**config.mk**
```make
export PLATFORM = sky130hd
export DESIGN_NAME = rst_seq_mgr_flat
export DESIGN_NICKNAME = d
export VERILOG_FILES = /design/src/rtl/rst_seq_mgr_pkg.sv /design/src/rtl/rst_seq_mgr_if.sv /design/src/rtl/rst_seq_mgr_sync.sv /design/src/rtl/rst_seq_mgr.sv /design/src/flat_wrapper.sv
export SDC_FILE = /design/constraint.sdc
export NUM_CORES = 1
export LEC_CHECK = 0
export CAP_MARGIN = 0
export CORE_ASPECT_RATIO = 0.9
export CORE_MARGIN = 2
export CORE_UTILIZATION = 40
export CTS_CLUSTER_DIAMETER = 200
export CTS_CLUSTER_SIZE = 40
export DETAILED_ROUTE_END_ITERATION = 6
export PLACE_DENSITY_LB_ADDON = 0.2
export SETUP_SLACK_MARGIN = 0.1
export SYNTH_ARGS = -nofsm -noshare
export SYNTH_HDL_FRONTEND = slang
export SYNTH_SLANG_ARGS = --single-unit
export TNS_END_PERCENT = 20
```
**constraint.sdc**
```tcl
create_clock -name clk -period 2.4 [get_ports clk]
set_input_delay 0.24 -clock clk [delete_from_list [all_inputs] [get_ports clk]]
set_output_delay 0.24 -clock clk [all_outputs]
set_load 0.01 [all_outputs]
```
**src/rtl/rst_seq_mgr_pkg.sv**
```systemverilog
// Shared types and constants for the reset sequence manager.
// Holds the sequencer state encoding, the reset-cause codes and a small width helper.
package rst_seq_pkg;

    typedef enum logic [1:0] {
        HOLD,
        RELEASE,
        RUN
    } state_t;

    typedef logic [1:0] cause_t;

    localparam cause_t CAUSE_POR  = 2'd0;
    localparam cause_t CAUSE_SW   = 2'd1;
    localparam cause_t CAUSE_WDOG = 2'd2;

    function automatic int max_int(input int a, input int b);
        return (a > b) ? a : b;
    endfunction

endpackage

```
**src/rtl/rst_seq_mgr_if.sv**
```systemverilog
// Control/status bundle between firmware-facing logic and the reset sequence manager.
// The master side issues requests; the slave side (the manager) reports domain resets and cause.
interface rst_seq_mgr_if #(
    parameter int N_OUT = 4
);
    import rst_seq_pkg::*;

    logic             sw_rst_req;
    logic             wdog_en;
    logic             wdog_kick;
    logic [N_OUT-1:0] rst_out;
    logic             busy;
    cause_t           cause;

    modport master (
        output sw_rst_req, wdog_en, wdog_kick,
        input  rst_out, busy, cause
    );

    modport slave (
        input  sw_rst_req, wdog_en, wdog_kick,
        output rst_out, busy, cause
    );

endinterface

```
**src/rtl/rst_seq_mgr_sync.sv**
```systemverilog
// Reset synchroniser: asserts asynchronously, deasserts after SYNC_STAGES rising edges.
// Kept generic so other clock domains can reuse it.
module rst_sync #(
    parameter int SYNC_STAGES = 2
) (
    input  logic clk,
    input  logic reset,
    output logic sync_reset
);

    logic [SYNC_STAGES-1:0] chain;

    always_ff @(posedge clk or posedge reset) begin
        if (reset) begin
            chain <= '1;
        end else begin
            chain <= {chain[SYNC_STAGES-2:0], 1'b0};
        end
    end

    assign sync_reset = chain[SYNC_STAGES-1];

endmodule

```
**src/rtl/rst_seq_mgr.sv**
```systemverilog
// Reset sequence manager: stretched, staggered release of N_OUT reset domains with
// software reset, a RUN-state watchdog and a reset-cause register.
module rst_seq_mgr
    import rst_seq_pkg::*;
#(
    parameter int N_OUT       = 4,
    parameter int STRETCH     = 65535,
    parameter int STEP        = 256,
    parameter int SYNC_STAGES = 2,
    parameter int WDOG_CYC    = 2**24
) (
    input  logic              clk,
    input  logic              reset,
    rst_seq_mgr_if.slave      bus
);

    localparam int CNT_W = max_int($clog2(STRETCH + 1), $clog2(STEP));
    localparam int IDX_W = $clog2(N_OUT + 1);
    localparam int WD_W  = $clog2(WDOG_CYC);

    localparam logic [CNT_W-1:0] STRETCH_C = CNT_W'(STRETCH);
    localparam logic [CNT_W-1:0] STEP_C    = CNT_W'(STEP - 1);
    localparam logic [IDX_W-1:0] LAST_IDX  = IDX_W'(N_OUT - 1);
    localparam logic [WD_W-1:0]  WD_LAST   = WD_W'(WDOG_CYC - 1);

    logic             sync_reset;
    state_t           state, state_n;
    logic [CNT_W-1:0] cnt, cnt_n;
    logic [IDX_W-1:0] idx, idx_n;
    logic [WD_W-1:0]  wd_cnt, wd_cnt_n;
    logic [N_OUT-1:0] rst_q, rst_n;
    cause_t           cause_q, cause_n;
    logic             timeout;

    rst_sync #(
        .SYNC_STAGES (SYNC_STAGES)
    ) u_sync (
        .clk        (clk),
        .reset      (reset),
        .sync_reset (sync_reset)
    );

    // The synchronised reset asserts asynchronously with the button, so rst_out rises without a clock.
    always_ff @(posedge clk or posedge sync_reset) begin
        if (sync_reset) begin
            state   <= HOLD;
            cnt     <= STRETCH_C;
            idx     <= '0;
            wd_cnt  <= '0;
            rst_q   <= '1;
            cause_q <= CAUSE_POR;
        end else begin
            state   <= state_n;
            cnt     <= cnt_n;
            idx     <= idx_n;
            wd_cnt  <= wd_cnt_n;
            rst_q   <= rst_n;
            cause_q <= cause_n;
        end
    end

    always_comb begin
        state_n  = state;
        cnt_n    = cnt;
        idx_n    = idx;
        wd_cnt_n = wd_cnt;
        rst_n    = rst_q;
        cause_n  = cause_q;
        timeout  = 1'b0;

        case (state)
            HOLD: begin
                if (cnt != '0) begin
                    cnt_n = cnt - 1'b1;
                end else begin
                    rst_n[0] = 1'b0;
                    cnt_n    = STEP_C;
                    idx_n    = IDX_W'(1);
                    state_n  = (N_OUT == 1) ? RUN : RELEASE;
                end
            end
            RELEASE: begin
                if (cnt != '0) begin
                    cnt_n = cnt - 1'b1;
                end else begin
                    for (int i = 0; i < N_OUT; i++) begin
                        if (idx == IDX_W'(i)) rst_n[i] = 1'b0;
                    end
                    cnt_n = STEP_C;
                    idx_n = idx + 1'b1;
                    if (idx == LAST_IDX) state_n = RUN;
                end
            end
            RUN: begin
                rst_n = '0;
                if (!bus.wdog_en || bus.wdog_kick) begin
                    wd_cnt_n = '0;
                end else if (wd_cnt == WD_LAST) begin
                    timeout = 1'b1;
                end else begin
                    wd_cnt_n = wd_cnt + 1'b1;
                end
            end
            default: state_n = HOLD;
        endcase

        // Software request outranks a watchdog expiry landing on the same edge.
        if (bus.sw_rst_req || timeout) begin
            rst_n    = '1;
            state_n  = HOLD;
            cnt_n    = STRETCH_C;
            idx_n    = '0;
            wd_cnt_n = '0;
            cause_n  = bus.sw_rst_req ? CAUSE_SW : CAUSE_WDOG;
        end
    end

    assign bus.rst_out = rst_q;
    assign bus.busy    = |rst_q;
    assign bus.cause   = cause_q;

endmodule

```
**src/flat_wrapper.sv**
```systemverilog
// flat-port wrapper written by rule: the top's interface ports become plain ports
module rst_seq_mgr_flat import rst_seq_pkg::*;
#(
    parameter int N_OUT       = 4,
    parameter int STRETCH     = 65535,
    parameter int STEP        = 256,
    parameter int SYNC_STAGES = 2,
    parameter int WDOG_CYC    = 2**24
)
  (clk, reset, bus_sw_rst_req, bus_wdog_en, bus_wdog_kick, bus_rst_out, bus_busy, bus_cause);
  rst_seq_mgr_if #(.N_OUT(N_OUT)) bus_i ();
  input  logic clk;
  input  logic reset;
  input wire logic [$bits(bus_i.sw_rst_req)-1:0] bus_sw_rst_req;
  input wire logic [$bits(bus_i.wdog_en)-1:0] bus_wdog_en;
  input wire logic [$bits(bus_i.wdog_kick)-1:0] bus_wdog_kick;
  output wire logic [$bits(bus_i.rst_out)-1:0] bus_rst_out;
  output wire logic [$bits(bus_i.busy)-1:0] bus_busy;
  output wire logic [$bits(bus_i.cause)-1:0] bus_cause;
  assign bus_i.sw_rst_req = bus_sw_rst_req;
  assign bus_i.wdog_en = bus_wdog_en;
  assign bus_i.wdog_kick = bus_wdog_kick;
  assign bus_rst_out = bus_i.rst_out;
  assign bus_busy = bus_i.busy;
  assign bus_cause = bus_i.cause;
  rst_seq_mgr #(.N_OUT(N_OUT), .STRETCH(STRETCH), .STEP(STEP), .SYNC_STAGES(SYNC_STAGES), .WDOG_CYC(WDOG_CYC)) u_core (.clk(clk), .reset(reset), .bus(bus_i));
endmodule
```
==> results.py, run 1 <==
metrics = {
    "worst_setup_path": {
        "path_buf_inv": 1,
        "critPathCapture": "u_core.cnt[15]",
        "r2r_slack_ns": 0.09,
        "worstSetupEndpointType": "flop",
        "critPathSlowestCell": "or4_4",
        "crit_family": "simple AND/OR/NAND/NOR gates",
        "cp-start-kind": "flop",
        "r2r-end": "u_core.cnt[15]",
        "critical_path_arrival_ns": 2.55,
        "timing.rr.start": "u_core.cnt[0]",
        "path_cells": "buf_4 -> or4_4 -> or4_4 -> or4_1 -> a211o_1",
        "path_depth": 5,
        "path_class": "reg2reg",
        "path_common_cell": "or4_4",
        "crit_start": "u_core.cnt[0]",
        "r2r_cells": 5,
        "cp_max_fo": 5,
        "required_ns": 2.64,
        "slowest_delay_ns": 0.54,
    },
    "sta": {
        "rsz0062_at_grt": "true",
        "hold_viol_final": 0,
        "tightest_slew_ns": 0.688,
        "max_slew_margin_pct": 54.1,
        "finalSetupViolCount": 0,
        "period_needed_ns": 2.31,
        "finalMaxSlewViolations": 0,
        "timing.final.crit_share_pct": 96.2,
        "fmax_mhz": 433,
        "finalWorstSetupSlack_ns": 0.0904,
        "skew_ns": 0.00958,
        "holdWs_ns": 0.143,
    },
    "clocking": {
        "cts_max_level": 2,
        "clk_pin_slew_ns": 0.10,
        "ctsRootBufferMaster": "clkbuf_8",
        "clkLatencyLatePin_ns": 0.31,
        "tritoncts": "done",
        "cts_buffer_depth": 2,
        "cts_buffers": 5,
        "clock-sinks": 53,
    },
    "placed_design": {
        "gp_congestion": 0.798,
        "dp_hpwl_um": 4430,
        "pre_cts_slack_ns": -0.0169,
        "dp.cells": 429,
        "port_buffers": 11,
    },
    "finish": {
        "diodes": 0,
        "final_layout_size_suffix_gt1_share_pct": 21.7,
        "final_cells": 438,
        "syn_to_final_growth_pct": 16.7,
        "final-seq-area_um2": 1350,
        "final_nets": 361,
        "final_core_util_pct": 48.3,
        "multi_input_area_um2": 1510,
        "fillers": 676,
    },
    "global_route": {
        "grt_overflow_total": 0,
        "grt_pass1_wl_um": 11100,
        "grt_max_degree": 47,
        "grt.total_usage_pct": 17.3,
        "grt_antenna_before_repair": 0,
        "grt_pass1_vias": 2246,
    },
    "synthesis": {
        "async_flop_share_pct": 100,
        "ys.warnings.count": 0,
        "synth.area.top_cells": "dfrtp_1 (26%), dfstp_2 (20%), ha_1 (5.1%)",
        "synthCells": 317,
        "synth_edf_count": 0,
        "synth_area_um2": 2930,
        "yosys.area.top_type": "dfrtp_1",
        "synth.distinct_cells": 49,
        "synth-seq-cells": 53,
        "synth-main-ff-cell": "dfrtp_1",
        "avgSynthCellArea_um2": 9.24,
        "synthesis.nets": 334,
        "synth_top_area_share_pct": 26.5,
        "synth_seq_area_share_pct": 46.2,
    },
    "job": {
        "maxCapViolations": 0,
    },
    "power": {
        "power.switching_uw": 419,
        "power_density_nw_per_um2": 486,
        "comb_power_share_pct": 11.7,
        "p_sw_share_pct": 25.2,
        "peakVddDrop_mv": 0.263,
        "seqPwrFrac_pct": 56.6,
        "p_int_mw": 1.24,
        "p_leak_nw": 1.33,
        "clkPwrFrac_pct": 31.8,
        "total_power_mw": 1.66,
    },
    "status": {
        "outcome": "complete, no violations",
    },
    "floorplan": {
        "dieWidth_um": 94.2,
        "initial_core_util_pct": 41.4,
        "die_area_um2": 8030,
        "core_area_um2": 7080,
        "pin_count": 12,
        "rows": 29,
        "die_h_um": 85.2,
    },
    "detailed_routing": {
        "vias": 2395,
        "firstDrtPassIters": 5,
        "drc_errors": 0,
        "drtIter0Drc": 206,
        "wl_um": 6350,
        "drt-vias-per-instance": 5.47,
        "final_antenna_net_count": 0,
        "wire_per_inst_um": 14.5,
    },
    "worst_hold_path": {
        "hold_class": "reg2async",
    },
}
per-layer routing:
| layer | wire length, µm | GRT usage (%) | part of all wire (%) | up-vias |
|---|---|---|---|---|
| met5 | 0 | 0 | 0 | - |
| met4 | 73 | 4.35 | 1.1 | 0 |
| met3 | 276 | 3.37 | 4.3 | 5 |
| met2 | 2730 | 24.8 | 43 | 56 |
| met1 | 3270 | 27.0 | 51 | 1154 |
| li1 | - | - | - | 1180 |
logic make-up (layout without fill, tap and decap cells):
group	Yosys count	after routing	synth area share, %
AND/OR/NAND/NOR	135	135	23.8
XOR/XNOR	18	18	5.38
adder cells (fa/ha/maj)	12	12	5.12
AO/OA/AOI/OAI	67	67	14.8
other	1	1	0.128
multiplexers	2	2	0.683
flip-flops	53	53	46.2
buffers and inverters	29	57	3.84
metrics by stage:
stage          area, µm²  TNS (ns)
2_1_floorplan       2940         0
3_3_place_gp        3280         0
3_5_place_dp        3280   -0.0291
4_1_cts             3380         0
5_1_grt             3420         0
6_report            3420         0
cell usage after synthesis (all sizes together) (2+ instances only):
cell    instances
dfstp          22
xor2            7
nand3b          2
a31o            2
nor2           34
or4            10
or2             5
nor4            6
ha             12
a21oi          15
xnor2          11
nand3          17
a22o            3
o211ai          2
inv            15
mux2i           2
nand2          28
dfrtp          31
buf             3
a31oi           5
clkbuf         11
nand4           7
and4            2
and3            2
o21ai          21
a211o           2
or4b            3
nor3           11
a21o            4
nand2b          6
power by group through the flow:
| stage | combinational [mW] | sequential [mW] | clock, mW |
|---|---|---|---|
| detailed placement | 0.194 | 0.956 | 0 |
| global placement | 0.193 | 0.956 | 0 |
| floorplan | 0.106 | 0.961 | 0 |
| global route | 0.221 | 0.945 | 0.586 |
| finish | 0.194 | 0.941 | 0.529 |
| CTS | 0.195 | 0.941 | 0.553 |
worst register-to-register path, stage by stage, from the launching register on:
cell and delay [ns]:
dfstp_2 0.38, buf_4 0.14, or4_4 0.54, or4_4 0.45, or4_1 0.44, a211o_1 0.32
final cells by class:
cell class              instances  share of cell area [%]
clock buffers                   7                    2.52
repair buffers                 34                    8.63
multi-input cells             235                    44.0
well taps                      93                    3.40
inverters                      15                    1.65
flip-flops and latches         53                    39.6
clock inverters                 1                   0.219
flip-flops by register name, indices dropped and copies added (netlist names):
signal               cells
u_core.bus.rst_out       4
u_core.idx               3
u_core.cnt              16
u_core.wd_cnt           24
u_core.state             2
u_core.bus.cause         2
u_core.u_sync.chain      2
cells in the final DEF (no fill, tap or decap), types with 3 or more instances in the layout:
master	count
nor2_1	34
dfrtp_1	31
nand2_1	28
buf_4	22
dfstp_2	22
nand3_1	17
inv_1	14
a21oi_1	14
o21ai_0	14
xnor2_1	11
ha_1	11
clkdlybuf4s50_1	11
nor3_1	8
nand4_1	7
xor2_1	7
o21ai_1	7
clkbuf_8	6
nor4_1	5
nand2b_1	5
or4_1	5
or4_4	5
a31oi_1	5
or2_2	4
a21o_1	4
nor3_2	3
a22o_1	3
how the worst min path moves through the flow:
stage | end | slack (ns) | cells past startpoint
6_report | u_core.wd_cnt[3] | 0.14 | 1
5_1_grt | u_core.wd_cnt[2] | 0.17 | 1
4_1_cts | u_core.wd_cnt[2] | 0.15 | 1
3_5_place_dp | u_core.wd_cnt[2] | 0.14 | 1
3_3_place_gp | u_core.wd_cnt[2] | 0.13 | 1
2_1_floorplan | u_core.u_sync.chain[0] | 0.15 | 1
timing repair:
item                                    CTS  global route
resized for setup                         1            10
hold buffers                              0             0
pin swaps                                 1             2
endpoints found under the setup margin   11            26
setup buffers                             0             1
Power figures use the tool's default switching activity.
==> run 2: changes to the inputs <==
- RECOVER_POWER: not set -> 25
==> run 2 against run 1 <==
  * Sequential power hardly changed
  * Non-clock buffer count stayed put
  * Sequential share of layout area is 0.17 points higher
  * Final cell count stayed put
  * Clock power hardly changed
  * Wire length is 0.31% lower
  * Sequential cell count stayed put
  * Final area is 0.44% lower
  * Worst setup slack better by 0.00095 ns
  * Largest cell class unchanged
  * Largest power group unchanged
==> results.py, run 2 (synthesis gave the netlist of run 1 again) <==
metrics = {
    "worst_setup_path": {
        "path_cells": "buf_4 -> or4_4 -> or4_4 -> or4_1 -> a211o_1",
        "cp-start-kind": "flop",
        "slowest_delay_ns": 0.54,
        "path_class": "reg2reg",
        "path_buf_inv": 1,
        "r2r-end": "u_core.cnt[15]",
        "timing.rr.start": "u_core.cnt[0]",
        "critPathSlowestCell": "or4_4",
        "crit_family": "simple AND/OR/NAND/NOR gates",
        "cp_max_fo": 5,
        "required_ns": 2.64,
        "path_common_cell": "or4_4",
        "r2r_cells": 5,
        "r2r_slack_ns": 0.09,
        "worstSetupEndpointType": "flop",
        "critical_path_arrival_ns": 2.55,
    },
    "power": {
        "p_int_mw": 1.24,
        "peakVddDrop_mv": 0.263,
        "power.switching_uw": 417,
        "seqPwrFrac_pct": 56.7,
        "p_sw_share_pct": 25.2,
        "power_density_nw_per_um2": 487,
        "clkPwrFrac_pct": 31.8,
        "comb_power_share_pct": 11.5,
        "p_leak_nw": 1.32,
    },
    "floorplan": {
        "core_area_um2": 7080,
        "dieWidth_um": 94.2,
        "die_area_um2": 8030,
        "initial_core_util_pct": 41.4,
        "die_h_um": 85.2,
        "pin_count": 12,
        "rows": 29,
    },
    "clocking": {
        "ctsRootBufferMaster": "clkbuf_8",
        "cts_buffers": 5,
        "tritoncts": "done",
        "cts_buffer_depth": 2,
        "clock-sinks": 53,
        "clk_pin_slew_ns": 0.09,
        "postCtsHoldBufs": 0,
        "cts_max_level": 2,
        "clkLatencyLatePin_ns": 0.31,
    },
    "detailed_routing": {
        "firstDrtPassIters": 4,
        "final_antenna_net_count": 0,
        "drtIter0Drc": 215,
        "vias": 2359,
        "drc_errors": 0,
        "wl_um": 6330,
        "drt-vias-per-instance": 5.39,
        "wire_per_inst_um": 14.5,
    },
    "job": {
        "maxCapViolations": 0,
    },
    "sta": {
        "skew_ns": 0.0120,
        "hold_viol_final": 0,
        "finalSetupViolCount": 0,
        "rsz0062_at_grt": "true",
        "fmax_mhz": 433,
        "max_slew_margin_pct": 24.0,
        "fin_setup_tns_ns": 0,
        "period_needed_ns": 2.31,
        "timing.final.crit_share_pct": 96.2,
        "finalMaxSlewViolations": 0,
        "tightest_slew_ns": 1.14,
    },
    "finish": {
        "largest_reg_flops": 24,
        "final_nets": 361,
        "multi_input_area_um2": 1510,
        "top_register": "u_core.wd_cnt",
        "final_layout_size_suffix_gt1_share_pct": 21.4,
        "mostFrequentLayoutCell": "nor2_1",
        "fillers": 678,
        "final-seq-area_um2": 1350,
        "final_core_util_pct": 48.1,
        "syn_to_final_growth_pct": 16.2,
        "final_cell_mix": "nor2_1 (34), dfrtp_1 (31), nand2_1 (28), buf_4 (22), dfstp_2 (22)",
        "diodes": 0,
    },
    "global_route": {
        "grt_pass1_vias": 2246,
        "grt_pass1_wl_um": 11100,
        "grt_max_degree": 47,
        "grt_antenna_before_repair": 0,
        "grt_overflow_total": 0,
        "grt.total_usage_pct": 17.3,
    },
    "placed_design": {
        "gp_congestion": 0.798,
        "port_buffers": 11,
        "dp_hpwl_um": 4430,
    },
    "worst_hold_path": {
        "hold_class": "reg2async",
    },
    "status": {
        "outcome": "complete, no violations",
    },
}
-- run 2: cell count changes in the layout (fill, tap and decap cells not counted) --
| cell | change |
|---|---|
| inv_1 | +1 |
| clkbuf_2 | +1 |
| clkdlybuf4s50_1 | -1 |
| dlygate4sd3_1 | +1 |
| inv_2 | -1 |
| buf_12 | -1 |
-- run 2: power by group through the flow --
| stage | clock, mW | combinational, mW | sequential [mW] |
|---|---|---|---|
| 2_1_floorplan | 0 | 0.106 | 0.961 |
| 3_3_place_gp | 0 | 0.193 | 0.956 |
| 3_5_place_dp | 0 | 0.194 | 0.956 |
| 4_1_cts | 0.553 | 0.195 | 0.941 |
| 5_1_grt | 0.586 | 0.217 | 0.945 |
| 6_report | 0.528 | 0.190 | 0.941 |
-- run 2: cell type report --
type | instances | area share, %
Clock buffer | 7 | 2.53
Clock inverter | 1 | 0.220
Inverter | 15 | 1.65
Multi-Input combinational cell | 235 | 44.2
Sequential cell | 53 | 39.8
Tap cell | 93 | 3.42
Timing Repair Buffer | 34 | 8.23
-- run 2: worst max-delay path by stage --
| stage | depth (start not counted) | from | slack (ns) | to |
|---|---|---|---|---|
| after global placement | 6 | u_core.state[0] | 0.007 | u_core.cnt[10] |
| after CTS | 7 | u_core.cnt[0] | 0.04 | u_core.state[0] |
| after floorplan | 7 | u_core.cnt[0] | 0.09 | u_core.state[0] |
| after detailed placement | 7 | u_core.cnt[0] | -0.02 | u_core.state[0] |
| after global routing | 6 | u_core.cnt[0] | 0.02 | u_core.cnt[13] |
| final | 5 | u_core.cnt[0] | 0.09 | u_core.cnt[15] |
-- run 2: metal layers --
layer  global-route usage [%]  wire length [µm]  share of wire (%)
met5                        0                 0                  0
met4                     4.35                73                1.2
met3                     3.37               307                4.8
met2                     24.8              2750                 43
met1                     27.0              3200                 51
-- run 2: through the flow --
| step | cell area [µm²] | total power, mW | hold slack, ns | cells | setup WS, ns |
|---|---|---|---|---|---|
| detailed placement | 3280 | 1.15 | 0.139 | 429 | -0.0169 |
| global route | 3410 | 1.75 | 0.199 | 438 | 0.0153 |
| finish | 3410 | 1.66 | 0.160 | 438 | 0.0914 |
| CTS | 3380 | 1.69 | 0.152 | 437 | 0.0407 |
| global placement | 3280 | 1.15 | 0.135 | 429 | 0.00713 |
| floorplan | 2940 | 1.07 | 0.152 | 317 | 0.0921 |
-- run 2: worst reg2reg max path, stage by stage (launching register included) --
cell     delay, ns
dfstp_2       0.38
buf_4         0.14
or4_4         0.54
or4_4         0.45
or4_1         0.44
a211o_1       0.32
-- run 2: timing repair --
action                                  4_1_cts  5_1_grt
setup buffers                                 0        1
endpoints found under the setup margin       11       26
gates resized for setup                       1       10
pin swaps                                     1        2
==> run 3: changes to the inputs <==
--- a/config.mk
+++ b/config.mk
@@ -10,4 +10,5 @@
 export CORE_MARGIN = 2
 export CORE_UTILIZATION = 40
+export CTS_BUF_LIST = sky130_fd_sc_hd__clkbuf_8 sky130_fd_sc_hd__clkbuf_16
 export CTS_CLUSTER_DIAMETER = 200
 export CTS_CLUSTER_SIZE = 40
@@ -19,3 +20,3 @@
 export SYNTH_HDL_FRONTEND = slang
 export SYNTH_SLANG_ARGS = --single-unit
-export TNS_END_PERCENT = 20
+export TNS_END_PERCENT = 5
==> constraint.sdc (replaced) <==
create_clock -name clk -period 2.4 [get_ports clk]
set_input_delay 0.24 -clock clk [delete_from_list [all_inputs] [get_ports clk]]
set_output_delay 0.24 -clock clk [all_outputs]
set_load 0.02 [all_outputs]
==> run 3 against run 2 <==
  * Via count increased by 0.25%
  * Non-clock buffer count unchanged
  * Register-to-register slack about the same
  * Final area unchanged
  * First-iteration DRC count decreased by 0.93%
  * Global-route usage unchanged
  * Critical endpoint unchanged
  * Largest power group unchanged
  * Highest routed layer unchanged
==> results.py, run 3 (synthesis gave the netlist of run 1 again) <==
metrics = {
    "status": {
        "outcome": "complete, no violations",
    },
    "sta": {
        "finalSetupViolCount": 0,
        "skew_ns": 0.0120,
        "max_slew_margin_pct": 24.0,
        "tightest_slew_ns": 1.14,
        "hold_viol_final": 0,
        "fmax_mhz": 433,
        "period_needed_ns": 2.31,
        "holdWs_ns": 0.160,
        "finalMaxSlewViolations": 0,
        "timing.final.crit_share_pct": 96.2,
        "rsz0062_at_grt": "true",
    },
    "floorplan": {
        "initial_core_util_pct": 41.4,
        "die_area_um2": 8030,
        "die_h_um": 85.2,
        "core_area_um2": 7080,
        "rows": 29,
        "dieWidth_um": 94.2,
        "pin_count": 12,
    },
    "detailed_routing": {
        "vias": 2365,
        "drc_errors": 0,
        "wl_met2_um": 2760,
        "firstDrtPassIters": 4,
        "met3_length_um": 278,
        "drt-vias-per-instance": 5.40,
        "wl_um": 6330,
        "drtIter0Drc": 213,
        "final_antenna_net_count": 0,
        "wire_per_inst_um": 14.5,
        "drt-met1-wl_um": 3220,
        "top_layer": "met4",
    },
    "power": {
        "p_int_mw": 1.24,
        "power.switching_uw": 423,
        "clkPwrFrac_pct": 31.5,
        "p_leak_nw": 1.33,
        "peakVddDrop_mv": 0.266,
        "seqPwrFrac_pct": 56.7,
        "p_sw_share_pct": 25.5,
        "power_density_nw_per_um2": 487,
        "comb_power_share_pct": 11.8,
    },
    "clocking": {
        "postCtsHoldBufs": 0,
        "clkLatencyLatePin_ns": 0.31,
        "ctsRootBufferMaster": "clkbuf_8",
        "tritoncts": "done",
        "cts_max_level": 2,
        "clk_pin_slew_ns": 0.09,
        "clock-sinks": 53,
        "cts_buffers": 5,
        "cts_buffer_depth": 2,
    },
    "worst_setup_path": {
        "r2r_slack_ns": 0.09,
        "path_common_cell": "or4_4",
        "crit_family": "simple AND/OR/NAND/NOR gates",
        "path_cells": "buf_4 -> or4_4 -> or4_4 -> or4_1 -> a211o_1",
        "critical_path_arrival_ns": 2.55,
        "critPathCapture": "u_core.cnt[15]",
        "path_class": "reg2reg",
        "crit_start": "u_core.cnt[0]",
        "worstSetupEndpointType": "flop",
        "path_depth": 5,
        "cp_max_fo": 5,
        "required_ns": 2.64,
        "r2r_cells": 5,
        "path_buf_inv": 1,
        "slowest_delay_ns": 0.54,
        "timing.rr.start": "u_core.cnt[0]",
        "critPathSlowestCell": "or4_4",
        "cp-start-kind": "flop",
        "r2r-end": "u_core.cnt[15]",
    },
    "global_route": {
        "grt_antenna_before_repair": 0,
        "grt_overflow_total": 0,
        "grt.total_usage_pct": 17.3,
        "grt_pass1_vias": 2246,
        "grt_max_degree": 47,
        "grt_pass1_wl_um": 11100,
    },
    "job": {
        "maxCapViolations": 0,
    },
    "finish": {
        "mostFrequentLayoutCell": "nor2_1",
        "final_core_util_pct": 48.1,
        "finalInstanceArea_um2": 3410,
        "final_cells": 438,
        "top_register": "u_core.wd_cnt",
        "largest_reg_flops": 24,
        "final_cell_mix": "nor2_1 (34), dfrtp_1 (31), nand2_1 (28), buf_4 (22), dfstp_2 (22)",
        "syn_to_final_growth_pct": 16.2,
        "final_nets": 361,
        "final_layout_size_suffix_gt1_share_pct": 21.4,
        "fillers": 678,
        "diodes": 0,
    },
    "placed_design": {
        "dp.cells": 429,
        "gp_congestion": 0.798,
        "port_buffers": 11,
        "dp_hpwl_um": 4430,
        "placed_area_um2": 3280,
    },
    "worst_hold_path": {
        "hold_class": "reg2async",
    },
}
[run 3: changes by cell type in the layout (fill, tap and decap cells not counted)]
cell	change
inv_1	+1
clkbuf_1	-1
[run 3: stage by stage]
step	TNS (ns)	worst slack, ns	power [mW]
2_1_floorplan	0	0.0921	1.07
3_3_place_gp	0	0.00713	1.15
3_5_place_dp	-0.0291	-0.0169	1.16
4_1_cts	0	0.0407	1.69
5_1_grt	0	0.0153	1.75
6_report	0	0.0905	1.66
[run 3: what timing repair did]
| item | 4_1_cts | 5_1_grt |
|---|---|---|
| cloned | 0 | 0 |
| pin swaps | 1 | 2 |
| buffers inserted | 0 | 1 |
| gates resized for setup | 1 | 10 |
| setup endpoints to repair | 11 | 26 |
[run 3: worst min-delay path by stage]
stage / endpoint / from / slack (ns)
after CTS: u_core.wd_cnt[2] / u_core.u_sync.chain[1] / 0.15
after detailed placement: u_core.wd_cnt[2] / u_core.u_sync.chain[1] / 0.14
after floorplan: u_core.u_sync.chain[0] / reset / 0.15
after global routing: u_core.wd_cnt[2] / u_core.u_sync.chain[1] / 0.20
final: u_core.wd_cnt[1] / u_core.u_sync.chain[1] / 0.16
after global placement: u_core.wd_cnt[2] / u_core.u_sync.chain[1] / 0.13
[run 3: routing by layer]
| layer | vias to the layer above | track usage (%) |
|---|---|---|
| li1 | 1182 | - |
| met1 | 1123 | 27.0 |
| met2 | 55 | 24.8 |
| met3 | 5 | 3.37 |
| met4 | 0 | 4.35 |
| met5 | - | 0 |
[run 3: power groups by stage]
stage / clock network (mW) / logic (mW) / registers, mW
floorplan: 0 / 0.106 / 0.967
detailed placement: 0 / 0.200 / 0.956
global placement: 0 / 0.199 / 0.956
global route: 0.583 / 0.223 / 0.945
finish: 0.524 / 0.196 / 0.941
CTS: 0.549 / 0.201 / 0.941
[run 3: area by class of cell]
class                      instances  area [µm²]  area share (%)
clock buffer                       6        82.6            2.42
clock inverter                     2        11.3           0.331
inverter                          15        56.3            1.65
multi-input combinational        235        1510            44.2
sequential                        53        1350            39.8
tap                               93         116            3.42
timing repair buffer              34         280            8.23
